`src/rtl/contador_mod_updn_if.sv`:
```
// Control/status bundle for contador_mod_updn.
// master drives the controls, slave is the counter side.
interface contador_mod_updn_if #(
  parameter int WIDTH = 4
);
  logic             start_i;
  logic             stop_i;
  logic             en_i;
  logic             up_i;
  logic             clr_i;
  logic             load_i;
  logic [WIDTH-1:0] load_val_i;
  logic [WIDTH-1:0] q_o;
  logic             tc_o;
  logic             run_o;

  modport master (
    output start_i, stop_i, en_i, up_i,
    output clr_i, load_i, load_val_i,
    input  q_o, tc_o, run_o
  );

  modport slave (
    input  start_i, stop_i, en_i, up_i,
    input  clr_i, load_i, load_val_i,
    output q_o, tc_o, run_o
  );
endinterface

```
`src/rtl/contador_mod_updn.sv`:
```
// Modulo-N up/down counter with start/stop FSM, load, clear and tc.
// CONTADOR_SAT_EN selects saturating mode with a level tc_o.
module contador_mod_updn #(
  parameter int WIDTH  = 4,
  parameter int MODULO = 10
) (
  input  logic              clk,
  input  logic              r,
  contador_mod_updn_if.slave bus
);

  localparam logic [0:0] ST_STOPPED = 1'b0;
  localparam logic [0:0] ST_RUNNING = 1'b1;

  // Wide limits keep MODULO == 2**WIDTH representable.
  localparam logic [WIDTH:0]   LIM_X = (WIDTH+1)'(MODULO - 1);
  localparam logic [WIDTH:0]   MOD_X = (WIDTH+1)'(MODULO);
  localparam logic [WIDTH-1:0] LIM_Q = WIDTH'(MODULO - 1);

  logic [0:0]       state;
  logic [0:0]       state_nx;
  logic [WIDTH-1:0] q_r;
  logic [WIDTH-1:0] q_nx;
  logic             tc_r;
  logic             tc_nx;
  logic [WIDTH:0]   q_x;
  logic [WIDTH:0]   ld_x;
  logic             at_top;
  logic             at_bot;
  logic             cnt_en;

  assign q_x    = {1'b0, q_r};
  assign ld_x   = {1'b0, bus.load_val_i};
  assign at_top = (q_x == LIM_X);
  assign at_bot = (q_r == '0);
  assign cnt_en = (state == ST_RUNNING) && bus.en_i;

  always_comb begin
    state_nx = state;
    unique case (state)
      ST_STOPPED:
        if (bus.start_i && !bus.stop_i)
          state_nx = ST_RUNNING;
      ST_RUNNING:
        if (bus.stop_i)
          state_nx = ST_STOPPED;
      default:
        state_nx = ST_STOPPED;
    endcase
  end

  always_comb begin
    q_nx  = q_r;
    tc_nx = 1'b0;
    if (bus.clr_i) begin
      q_nx = '0;
    end else if (bus.load_i) begin
      q_nx = (ld_x < MOD_X) ? bus.load_val_i
                            : LIM_Q;
    end else if (cnt_en) begin
`ifdef CONTADOR_SAT_EN
      if (bus.up_i) begin
        if (!at_top)
          q_nx = q_r + WIDTH'(1);
      end else begin
        if (!at_bot)
          q_nx = q_r - WIDTH'(1);
      end
`else
      if (bus.up_i) begin
        if (at_top) begin
          q_nx  = '0;
          tc_nx = 1'b1;
        end else begin
          q_nx = q_r + WIDTH'(1);
        end
      end else begin
        if (at_bot) begin
          q_nx  = LIM_Q;
          tc_nx = 1'b1;
        end else begin
          q_nx = q_r - WIDTH'(1);
        end
      end
`endif
    end
`ifdef CONTADOR_SAT_EN
    // Level reflects the value being stored, so it rises with q==limit.
    if (!bus.clr_i && !bus.load_i
        && state == ST_RUNNING) begin
      tc_nx = bus.up_i ? ({1'b0, q_nx} == LIM_X)
                       : (q_nx == '0);
    end
`endif
  end

  always_ff @(posedge clk or posedge r) begin
    if (r) begin
      state <= ST_STOPPED;
      q_r   <= '0;
      tc_r  <= 1'b0;
    end else begin
      state <= state_nx;
      q_r   <= q_nx;
      tc_r  <= tc_nx;
    end
  end

  assign bus.q_o   = q_r;
  assign bus.tc_o  = tc_r;
  assign bus.run_o = (state == ST_RUNNING);

endmodule
```
`src/flat_wrapper.sv`:
```
// flat-port wrapper written by rule: the top's interface ports become plain ports
module contador_mod_updn_flat 
#(
  parameter int WIDTH  = 4,
  parameter int MODULO = 10
)
  (clk, r, bus_start_i, bus_stop_i, bus_en_i, bus_up_i, bus_clr_i, bus_load_i, bus_load_val_i, bus_q_o, bus_tc_o, bus_run_o);
  contador_mod_updn_if #(.WIDTH(WIDTH)) bus_i ();
  input  logic clk;
  input  logic r;
  input wire logic [$bits(bus_i.start_i)-1:0] bus_start_i;
  input wire logic [$bits(bus_i.stop_i)-1:0] bus_stop_i;
  input wire logic [$bits(bus_i.en_i)-1:0] bus_en_i;
  input wire logic [$bits(bus_i.up_i)-1:0] bus_up_i;
  input wire logic [$bits(bus_i.clr_i)-1:0] bus_clr_i;
  input wire logic [$bits(bus_i.load_i)-1:0] bus_load_i;
  input wire logic [$bits(bus_i.load_val_i)-1:0] bus_load_val_i;
  output wire logic [$bits(bus_i.q_o)-1:0] bus_q_o;
  output wire logic [$bits(bus_i.tc_o)-1:0] bus_tc_o;
  output wire logic [$bits(bus_i.run_o)-1:0] bus_run_o;
  assign bus_i.start_i = bus_start_i;
  assign bus_i.stop_i = bus_stop_i;
  assign bus_i.en_i = bus_en_i;
  assign bus_i.up_i = bus_up_i;
  assign bus_i.clr_i = bus_clr_i;
  assign bus_i.load_i = bus_load_i;
  assign bus_i.load_val_i = bus_load_val_i;
  assign bus_q_o = bus_i.q_o;
  assign bus_tc_o = bus_i.tc_o;
  assign bus_run_o = bus_i.run_o;
  contador_mod_updn #(.WIDTH(WIDTH), .MODULO(MODULO)) u_core (.clk(clk), .r(r), .bus(bus_i));
endmodule
```
`config.mk`:
```
export PLATFORM = sky130hd
export DESIGN_NAME = contador_mod_updn_flat
export DESIGN_NICKNAME = d
export VERILOG_FILES = /design/src/rtl/contador_mod_updn_if.sv /design/src/rtl/contador_mod_updn.sv /design/src/flat_wrapper.sv
export SDC_FILE = /design/constraint.sdc
export NUM_CORES = 1
export LEC_CHECK = 0
export CORE_UTILIZATION = 39
export CTS_CLUSTER_DIAMETER = 40
export DETAILED_ROUTE_END_ITERATION = 16
export PLACE_DENSITY = 0.69
export RECOVER_POWER = 25
export SYNTH_ARGS = -nofsm -noshare
export SYNTH_HDL_FRONTEND = slang
export SYNTH_SLANG_ARGS = --single-unit
```
`constraint.sdc`:
```
create_clock -name clk -period 1.6 [get_ports clk]
set_input_delay 0.24 -clock clk [delete_from_list [all_inputs] [get_ports clk]]
set_output_delay 0.24 -clock clk [all_outputs]
set_load 0.005 [all_outputs]
```
==> impl_metrics.py, run 1 <==
metrics = {
    "critical_path": {
        "regToRegSetupSlack_ps": 70,
        "critical_path_class": "reg -> out",
        "endpoint_kind": "output port",
        "crit_arrival_ps": 1300,
        "path_max_fanout": 6,
        "crit_path_start_kind": "flop",
        "critPathRequiredTime_ps": 1360,
    },
    "floorplanning": {
        "dieArea_sq_mm": 0.00155,
        "num_rows": 13,
        "die_h_um": 39.3,
        "io_pins": 18,
        "die_w_um": 39.3,
        "start_util_pct": 41.7,
        "coreArea_sq_mm": 0.00130,
    },
    "sta": {
        "drv_slew": 0,
        "finalSetupViolCount": 0,
        "hold_viol": 0,
        "tns_ps": 0,
        "fmaxAchievable_mhz": 648,
        "period_share_pct": 96.5,
        "worstMarginPinSlew_ps": 380,
        "finClkSkew_ps": 0.527,
        "slew_headroom_pct": 74.6,
        "rsz0062_at_grt": "no",
        "hold_slack_ps": 352,
        "setup_ws_ps": 55.8,
        "fin_crit_ps": 1540,
    },
    "synth": {
        "syn_nets": 79,
        "synth_top_flop_cell": "dfrtp_1",
        "synth_cells": 63,
        "yosys_warnings": 0,
        "netlist_area_sq_um": 543,
        "synthTopCellsByArea": "dfrtp_1 28%, ha_1 9.2%, nor4b_4 4.4%",
        "ys_ff_latch": 6,
        "synth_cell_types": 36,
        "synth_top_area_cell": "dfrtp_1",
        "synthArstFlopShare_pct": 100,
        "ys_seq_area_share_pct": 27.6,
        "synth_common_cells": "6 x dfrtp_1, 6 x inv_1, 6 x nand2_1, 4 x ha_1, 4 x nor2_1",
        "synth_edf_count": 0,
        "synth_top_cell_area_share_pct": 27.6,
        "syn_avg_cell_area_sq_um": 8.62,
    },
    "clock_tree": {
        "numCtsBuffers": 3,
        "cts_root_buffer": "clkbuf_4",
        "clockBufferDepth": 2,
        "post-cts-setup-buffers": 0,
        "clkLatencyLatePin_ps": 230,
        "cts.sinks": 6,
        "clk_pin_slew_ps": 40,
        "ctsHoldBuffers": 0,
        "ctsResizeCount": 0,
        "cts_tree": "built",
        "htree_levels": 1,
    },
    "place": {
        "portBuffers": 17,
        "dp_slack_ps": -89.2,
        "routabilityCongestion": 0.838,
        "dpl.cell_count": 97,
        "hpwlAfterDp_um": 963,
    },
    "route": {
        "initialDrtViolationCount": 11,
        "post-route-drc-count": 0,
        "route.antenna.remaining_nets": 0,
        "viasPerCell": 5.52,
        "routed_wl_um": 1210,
        "wire_per_inst_um": 12.1,
        "vias": 552,
        "firstDrtPassIters": 5,
    },
    "flow_run": {
        "maxCapViolations": 0,
    },
    "power_and_ir_drop": {
        "leakagePower_nw": 0.326,
        "ir_drop_v": 0.000281,
        "power_density_mw_per_mm2": 663,
    },
    "layout": {
        "syn2layout_area_growth_pct": 47.0,
        "final_util_pct": 61.3,
        "fin_cells": 100,
        "fin_nets": 103,
        "drive_above_1_share_pct": 24.7,
        "n_antenna_cell": 0,
    },
    "global_route": {
        "grt_pass1_wl_um": 2040,
        "grt_use_total_pct": 19.2,
        "grt_pass1_vias": 485,
        "grt-ovfl-total": 0,
        "grt_antenna_before_repair": 0,
        "grt_max_degree": 13,
    },
    "run_status": {
        "status": "complete, no violations",
    },
    "min_path": {
        "hold_path_class": "in -> async",
    },
}
-- power breakdown --
part	internal [mW]	total, mW	switching (mW)	leakage, nW
combinational	0.116	0.204	0.0875	0.238
sequential	0.167	0.195	0.0279	0.0744
clock	0.0843	0.131	0.0463	0.0138
total	0.368	0.529	0.162	0.326
-- cells by family (layout without fill, tap and decap cells) --
group	after synthesis	count (layout)	synth area share, %
AND/OR/NAND/NOR	26	26	30.2
adder cells (fa/ha/maj)	4	4	9.22
buffers and inverters	9	31	7.14
flip-flops	6	6	27.6
multiplexers	1	1	2.76
AO/OA/AOI/OAI	17	17	23.0
-- critical path, stage by stage, from the launching register on --
cell	delay, ps
dfrtp_1	420
buf_6	160
clkdlybuf4s50_1	500
-- registers in the layout, summed over array words and instances (netlist names) --
signal,cells
u_core.bus.q_o,4
u_core.bus.run_o,1
u_core.bus.tc_o,1
-- worst paths after layout --
check | depth (start not counted) | endpoint | startpoint
max reg2reg | 6 | u_core.bus.q_o[3] | u_core.bus.q_o[1]
max | 2 | bus_q_o[1] | u_core.bus.q_o[1]
min in group clk | 2 | u_core.bus.run_o | bus_stop_i
min | 2 | u_core.bus.run_o | r
max in group asynchronous | 2 | u_core.bus.q_o[2] | r
min reg2reg | 2 | u_core.bus.run_o | u_core.bus.run_o
-- area by class of cell --
cell class	instances	area, sq um
Fill cell	123	503
Multi-Input combinational cell	48	369
Timing Repair Buffer	22	211
Sequential cell	6	154
Clock buffer	3	22.5
Inverter	6	22.5
Tap cell	15	18.8
-- placed cells by master (no fill, tap or decap), types with 2 or more instances in the layout --
| master | synthesis | layout |
|---|---|---|
| nor2b_1 | 2 | 2 |
| inv_1 | 6 | 4 |
| nor2_1 | 4 | 4 |
| inv_2 | 0 | 2 |
| ha_1 | 4 | 2 |
| dfrtp_2 | 0 | 3 |
| dfrtp_1 | 6 | 3 |
| buf_4 | 1 | 4 |
| a211oi_2 | 1 | 2 |
| a21oi_1 | 3 | 3 |
| nand2_1 | 6 | 6 |
| ha_2 | 0 | 2 |
| o21ai_0 | 2 | 2 |
| clkbuf_4 | 0 | 3 |
| nor3_1 | 2 | 2 |
| clkdlybuf4s50_1 | 0 | 16 |
-- layer usage --
metal / vias to the layer above / global-route usage [%] / share of wire (%)
met1: 251 / 27.2 / 50
met2: 23 / 30.8 / 47
met3: 0 / 1.70 / 3.5
met4: 0 / 5.17 / 0
met5: - / 0 / 0
li1: 278 / - / -
-- stage by stage --
stage | total power [mW] | instance area, sq um
floorplan | 0.294 | 543
global placement | 0.385 | 753
detailed placement | 0.388 | 753
CTS | 0.519 | 776
global route | 0.573 | 798
finish | 0.529 | 798
No activity file was read; power rests on OpenSTA's default activity.
==> run 2: changes to the inputs <==
CORE_AREA = 2 2 39 41   (was unset)
CORE_UTILIZATION = unset   (was 39)
DIE_AREA = 0 0 41 43   (was unset)
PLACE_DENSITY = 0.68   (was 0.69)
clock period = 1.7 ns   (was 1.6 ns; I/O delays follow)
==> impl_metrics.py, run 2 (same netlist as run 1, synthesis figures left out) <==
metrics = {
    "layout": {
        "fin_nets": 104,
        "fillers": 133,
        "final_cell_mix": "16 x clkdlybuf4s50_1, 6 x inv_1, 6 x nand2_1, 6 x buf_4, 6 x dfrtp_1",
        "n_antenna_cell": 0,
        "final_common_cell": "clkdlybuf4s50_1",
        "largest_reg_flops": 4,
        "final_util_pct": 57.1,
        "syn2layout_area_growth_pct": 45.4,
        "drive_above_1_share_pct": 16.3,
        "design_area_sq_um": 790,
    },
    "route": {
        "firstDrtPassIters": 4,
        "routed_wl_um": 1150,
        "initialDrtViolationCount": 17,
        "route.antenna.remaining_nets": 0,
        "wire_per_inst_um": 11.3,
        "viasPerCell": 5.37,
        "post-route-drc-count": 0,
        "vias": 548,
    },
    "global_route": {
        "met2_usage_pct": 24.1,
        "grt_use_total_pct": 16.9,
        "grt_pass1_vias": 509,
        "grt.busiest_layer": "met2",
        "grt_antenna_before_repair": 0,
        "grt-ovfl-total": 0,
        "grt_max_degree": 13,
        "grt_use_met3_pct": 0,
        "grt_use_met1_pct": 22.6,
        "grt_pass1_wl_um": 2000,
    },
    "sta": {
        "rsz0062_at_grt": "no",
        "finalSetupViolCount": 0,
        "drv_slew": 0,
        "hold_slack_ps": 364,
        "fin_crit_ps": 1580,
        "fmaxAchievable_mhz": 632,
        "hold_viol": 0,
        "worstMarginPinSlew_ps": 397,
        "finClkSkew_ps": 2.78,
        "setup_ws_ps": 118,
        "period_share_pct": 93.1,
        "slew_headroom_pct": 73.5,
    },
    "critical_path": {
        "crit_arrival_ps": 1330,
        "critical_path_class": "reg -> out",
        "path_delay_family": "buffers and inverters",
        "crit_path_start_kind": "flop",
        "path_max_fanout": 6,
        "max_stage_delay_ps": 500,
        "path_cells": "buf_4 > clkdlybuf4s50_1",
        "endpoint_kind": "output port",
        "cp.buffers_inverters": 2,
        "critPathSlowestCell": "clkdlybuf4s50_1",
        "critPathRequiredTime_ps": 1440,
    },
    "floorplanning": {
        "io_pins": 18,
        "coreArea_sq_mm": 0.00138,
        "die_w_um": 41,
        "start_util_pct": 39.2,
        "die_h_um": 43,
        "dieArea_sq_mm": 0.00176,
        "num_rows": 14,
    },
    "run_status": {
        "status": "complete, no violations",
    },
    "clock_tree": {
        "cts.sinks": 6,
        "clk_pin_slew_ps": 40,
        "htree_levels": 1,
        "numCtsBuffers": 3,
        "ctsHoldBuffers": 0,
        "clkLatencyLatePin_ps": 240,
        "cts_root_buffer": "clkbuf_4",
        "cts_tree": "built",
        "clockBufferDepth": 2,
    },
    "flow_run": {
        "maxCapViolations": 0,
    },
    "place": {
        "dp_slack_ps": -0.0391,
        "routabilityCongestion": 0.841,
        "portBuffers": 17,
        "postPlaceCellArea_sq_um": 762,
        "hpwlAfterDp_um": 953,
    },
    "power_and_ir_drop": {
        "power_density_mw_per_mm2": 622,
        "leakagePower_nw": 0.336,
        "ir_drop_v": 0.000247,
    },
    "min_path": {
        "hold_path_class": "in -> async",
    },
}
[run 2: worst register-to-register path, stage by stage (launching register included)]
cell and delay [ps]:
dfrtp_1 410, inv_1 100, ha_1 240, nor3b_1 150
o21ai_1 250, a21oi_1 110, o31ai_1 190
[run 2: worst paths after layout]
path / startpoint / endpoint / slack [ps] / cells past startpoint
setup / recovery: u_core.bus.q_o[0] / bus_q_o[0] / 120 / 2
min in group clk: bus_stop_i / u_core.bus.run_o / 550 / 2
hold / removal: r / u_core.bus.q_o[2] / 360 / 2
hold reg to reg: u_core.bus.run_o / u_core.bus.run_o / 570 / 2
max in group asynchronous: r / u_core.bus.q_o[0] / 1150 / 2
setup reg to reg: u_core.bus.q_o[0] / u_core.bus.q_o[1] / 160 / 6
[run 2: cell type report]
cell class / count / area [sq um] / share of cell area (%)
multi-input cells: 48 / 359 / 45.5
flip-flops and latches: 6 / 150 / 19.0
inverters: 6 / 22.5 / 2.85
well taps: 16 / 20.0 / 2.54
repair buffers: 23 / 215 / 27.3
clock buffers: 3 / 22.5 / 2.85
[run 2: what timing repair did]
action                                  in CTS  in global routing
resized for setup                            0                  1
endpoints found under the setup margin       0                  1
setup buffers                                0                  0
[run 2: power breakdown]
group          switching [mW]  total [mW]  internal (mW)
Clock                  0.0451       0.124         0.0794
Sequential             0.0231       0.179          0.155
Combinational          0.0804       0.188          0.107
[run 2: routing by layer]
| metal | share of wire, % | vias to the layer above |
|---|---|---|
| li1 | - | 278 |
| met1 | 45 | 247 |
| met2 | 48 | 21 |
| met3 | 5.2 | 2 |
| met4 | 1.9 | 0 |
| met5 | 0 | - |
[run 2: stage by stage]
step / setup TNS, ps / std cells / power [mW]
CTS: 0 / 102 / 0.493
global route: 0 / 102 / 0.529
floorplan: 0 / 63 / 0.277
detailed placement: -0.0391 / 99 / 0.365
finish: 0 / 102 / 0.491
global placement: -17.3 / 99 / 0.364
==> run 3: changes to the inputs <==
GPL_TIMING_DRIVEN = 0   (was unset)
==> impl_metrics.py, run 3 (same netlist as run 1, synthesis figures left out) <==
metrics = {
    "run_status": {
        "status": "complete, no violations",
    },
    "place": {
        "portBuffers": 16,
        "dpl.cell_count": 95,
        "routabilityCongestion": 0.827,
        "hpwlAfterDp_um": 861,
        "postPlaceCellArea_sq_um": 723,
    },
    "global_route": {
        "grt_antenna_before_repair": 0,
        "grt_pass1_wl_um": 1950,
        "grt_use_total_pct": 16.3,
        "grt_max_degree": 11,
        "grt-ovfl-total": 0,
        "grt_pass1_vias": 498,
    },
    "critical_path": {
        "rr_worst_depth": 6,
        "path_delay_family": "buffers and inverters",
        "crit_arrival_ps": 1320,
        "reg2reg_from": "u_core.bus.q_o[0]",
        "max_stage_delay_ps": 560,
        "path_cells": "clkdlybuf4s50_1",
        "critPathSlowestCell": "clkdlybuf4s50_1",
        "crit_start": "u_core.bus.q_o[2]",
        "endpoint_kind": "output port",
        "path_max_fanout": 9,
        "critical_path_class": "reg -> out",
        "cp.depth": 1,
        "cp.buffers_inverters": 1,
        "critPathRequiredTime_ps": 1440,
        "crit_path_start_kind": "flop",
    },
    "layout": {
        "n_antenna_cell": 0,
        "syn2layout_area_growth_pct": 43.3,
        "fin_cells": 101,
        "fin_nets": 103,
        "design_area_sq_um": 778,
        "final_cell_mix": "15 x clkdlybuf4s50_1, 6 x inv_1, 6 x nand2_1",
        "largest_reg_flops": 4,
        "drive_above_1_share_pct": 17.6,
        "final_common_cell": "clkdlybuf4s50_1",
    },
    "route": {
        "post-route-drc-count": 0,
        "vias": 553,
        "initialDrtViolationCount": 14,
        "firstDrtPassIters": 4,
        "wire_per_inst_um": 11.6,
        "route.antenna.remaining_nets": 0,
        "viasPerCell": 5.48,
        "routed_wl_um": 1170,
    },
    "clock_tree": {
        "ctsHoldBuffers": 0,
        "cts.sinks": 6,
        "cts_root_buffer": "clkbuf_4",
        "cts_tree": "built",
        "clkLatencyLatePin_ps": 240,
        "clk_pin_slew_ps": 50,
        "clockBufferDepth": 2,
        "numCtsBuffers": 3,
        "htree_levels": 1,
    },
    "flow_run": {
        "maxCapViolations": 0,
    },
    "sta": {
        "hold_viol": 0,
        "tns_ps": 0,
        "rsz0062_at_grt": "no",
        "finClkSkew_ps": 5.00,
        "period_share_pct": 92.5,
        "fin_crit_ps": 1570,
        "fmaxAchievable_mhz": 636,
        "finalSetupViolCount": 0,
        "drv_slew": 0,
        "worstMarginPinSlew_ps": 423,
        "slew_headroom_pct": 71.8,
    },
    "floorplanning": {
        "io_pins": 18,
        "coreArea_sq_mm": 0.00138,
        "die_h_um": 43,
        "dieArea_sq_mm": 0.00176,
        "die_w_um": 41,
        "start_util_pct": 39.2,
        "num_rows": 14,
    },
    "power_and_ir_drop": {
        "combPwrFrac_pct": 37.8,
        "ir_drop_v": 0.000301,
        "leakagePower_nw": 0.330,
        "p_switching_mw": 0.152,
        "internal-power_mw": 0.341,
        "seqPwrFrac_pct": 36.2,
        "power_density_mw_per_mm2": 635,
        "p_sw_share_pct": 30.9,
        "p_clk_share_pct": 26.1,
    },
    "min_path": {
        "hold_path_class": "in -> async",
    },
}
run 3: cell count changes in the layout (fill, tap and decap cells not counted), sizes merged:
cell           before  now
buf                 6    5
clkdlybuf4s50      16   15
clkbuf              3    4
run 3: final timing paths:
kind                       slack (ps)           endpoint
max                               130         bus_q_o[2]
min                               360   u_core.bus.run_o
max reg2reg                       140  u_core.bus.q_o[1]
min reg2reg                       560   u_core.bus.run_o
max in group asynchronous        1140  u_core.bus.q_o[1]
min in group clk                  500  u_core.bus.q_o[3]
run 3: layout make-up:
cell class | instances | area, sq um
multi-input cells | 48 | 362
well taps | 16 | 20.0
flip-flops and latches | 6 | 153
inverters | 6 | 22.5
fillers | 132 | 606
repair buffers | 19 | 183
plain buffers | 3 | 16.3
clock buffers | 3 | 22.5
run 3: per-stage QoR:
stage               total power [mW]  hold WS (ps)  setup slack [ps]  util, %
floorplan                      0.277          46.0               160        -
finish                         0.494           357               128     56.2
CTS                            0.486           218              13.8     54.0
global placement               0.352           481             -43.5     52.3
global route                   0.535           397              27.1     56.2
detailed placement             0.352           482             -40.8     52.3
run 3: power by group through the flow:
stage	sequential, mW	clock, mW	combinational (mW)
global placement	0.186	0	0.165
global route	0.181	0.147	0.207
floorplan	0.180	0	0.0962
finish	0.179	0.129	0.186
detailed placement	0.186	0	0.166
CTS	0.185	0.134	0.167
run 3: repair_timing:
action | 4_1_cts | 5_1_grt
endpoints found under the setup margin | 4 | 4
gates resized for setup | 1 | 2
buffers inserted | 0 | 3
run 3: metal layers:
metal | global-route usage (%) | up-vias | wire, um
met4 | 12.0 | 0 | 8
met5 | 0 | - | 0
met2 | 23.8 | 24 | 563
met1 | 20.1 | 254 | 532
li1 | - | 273 | -
met3 | 3.14 | 2 | 66
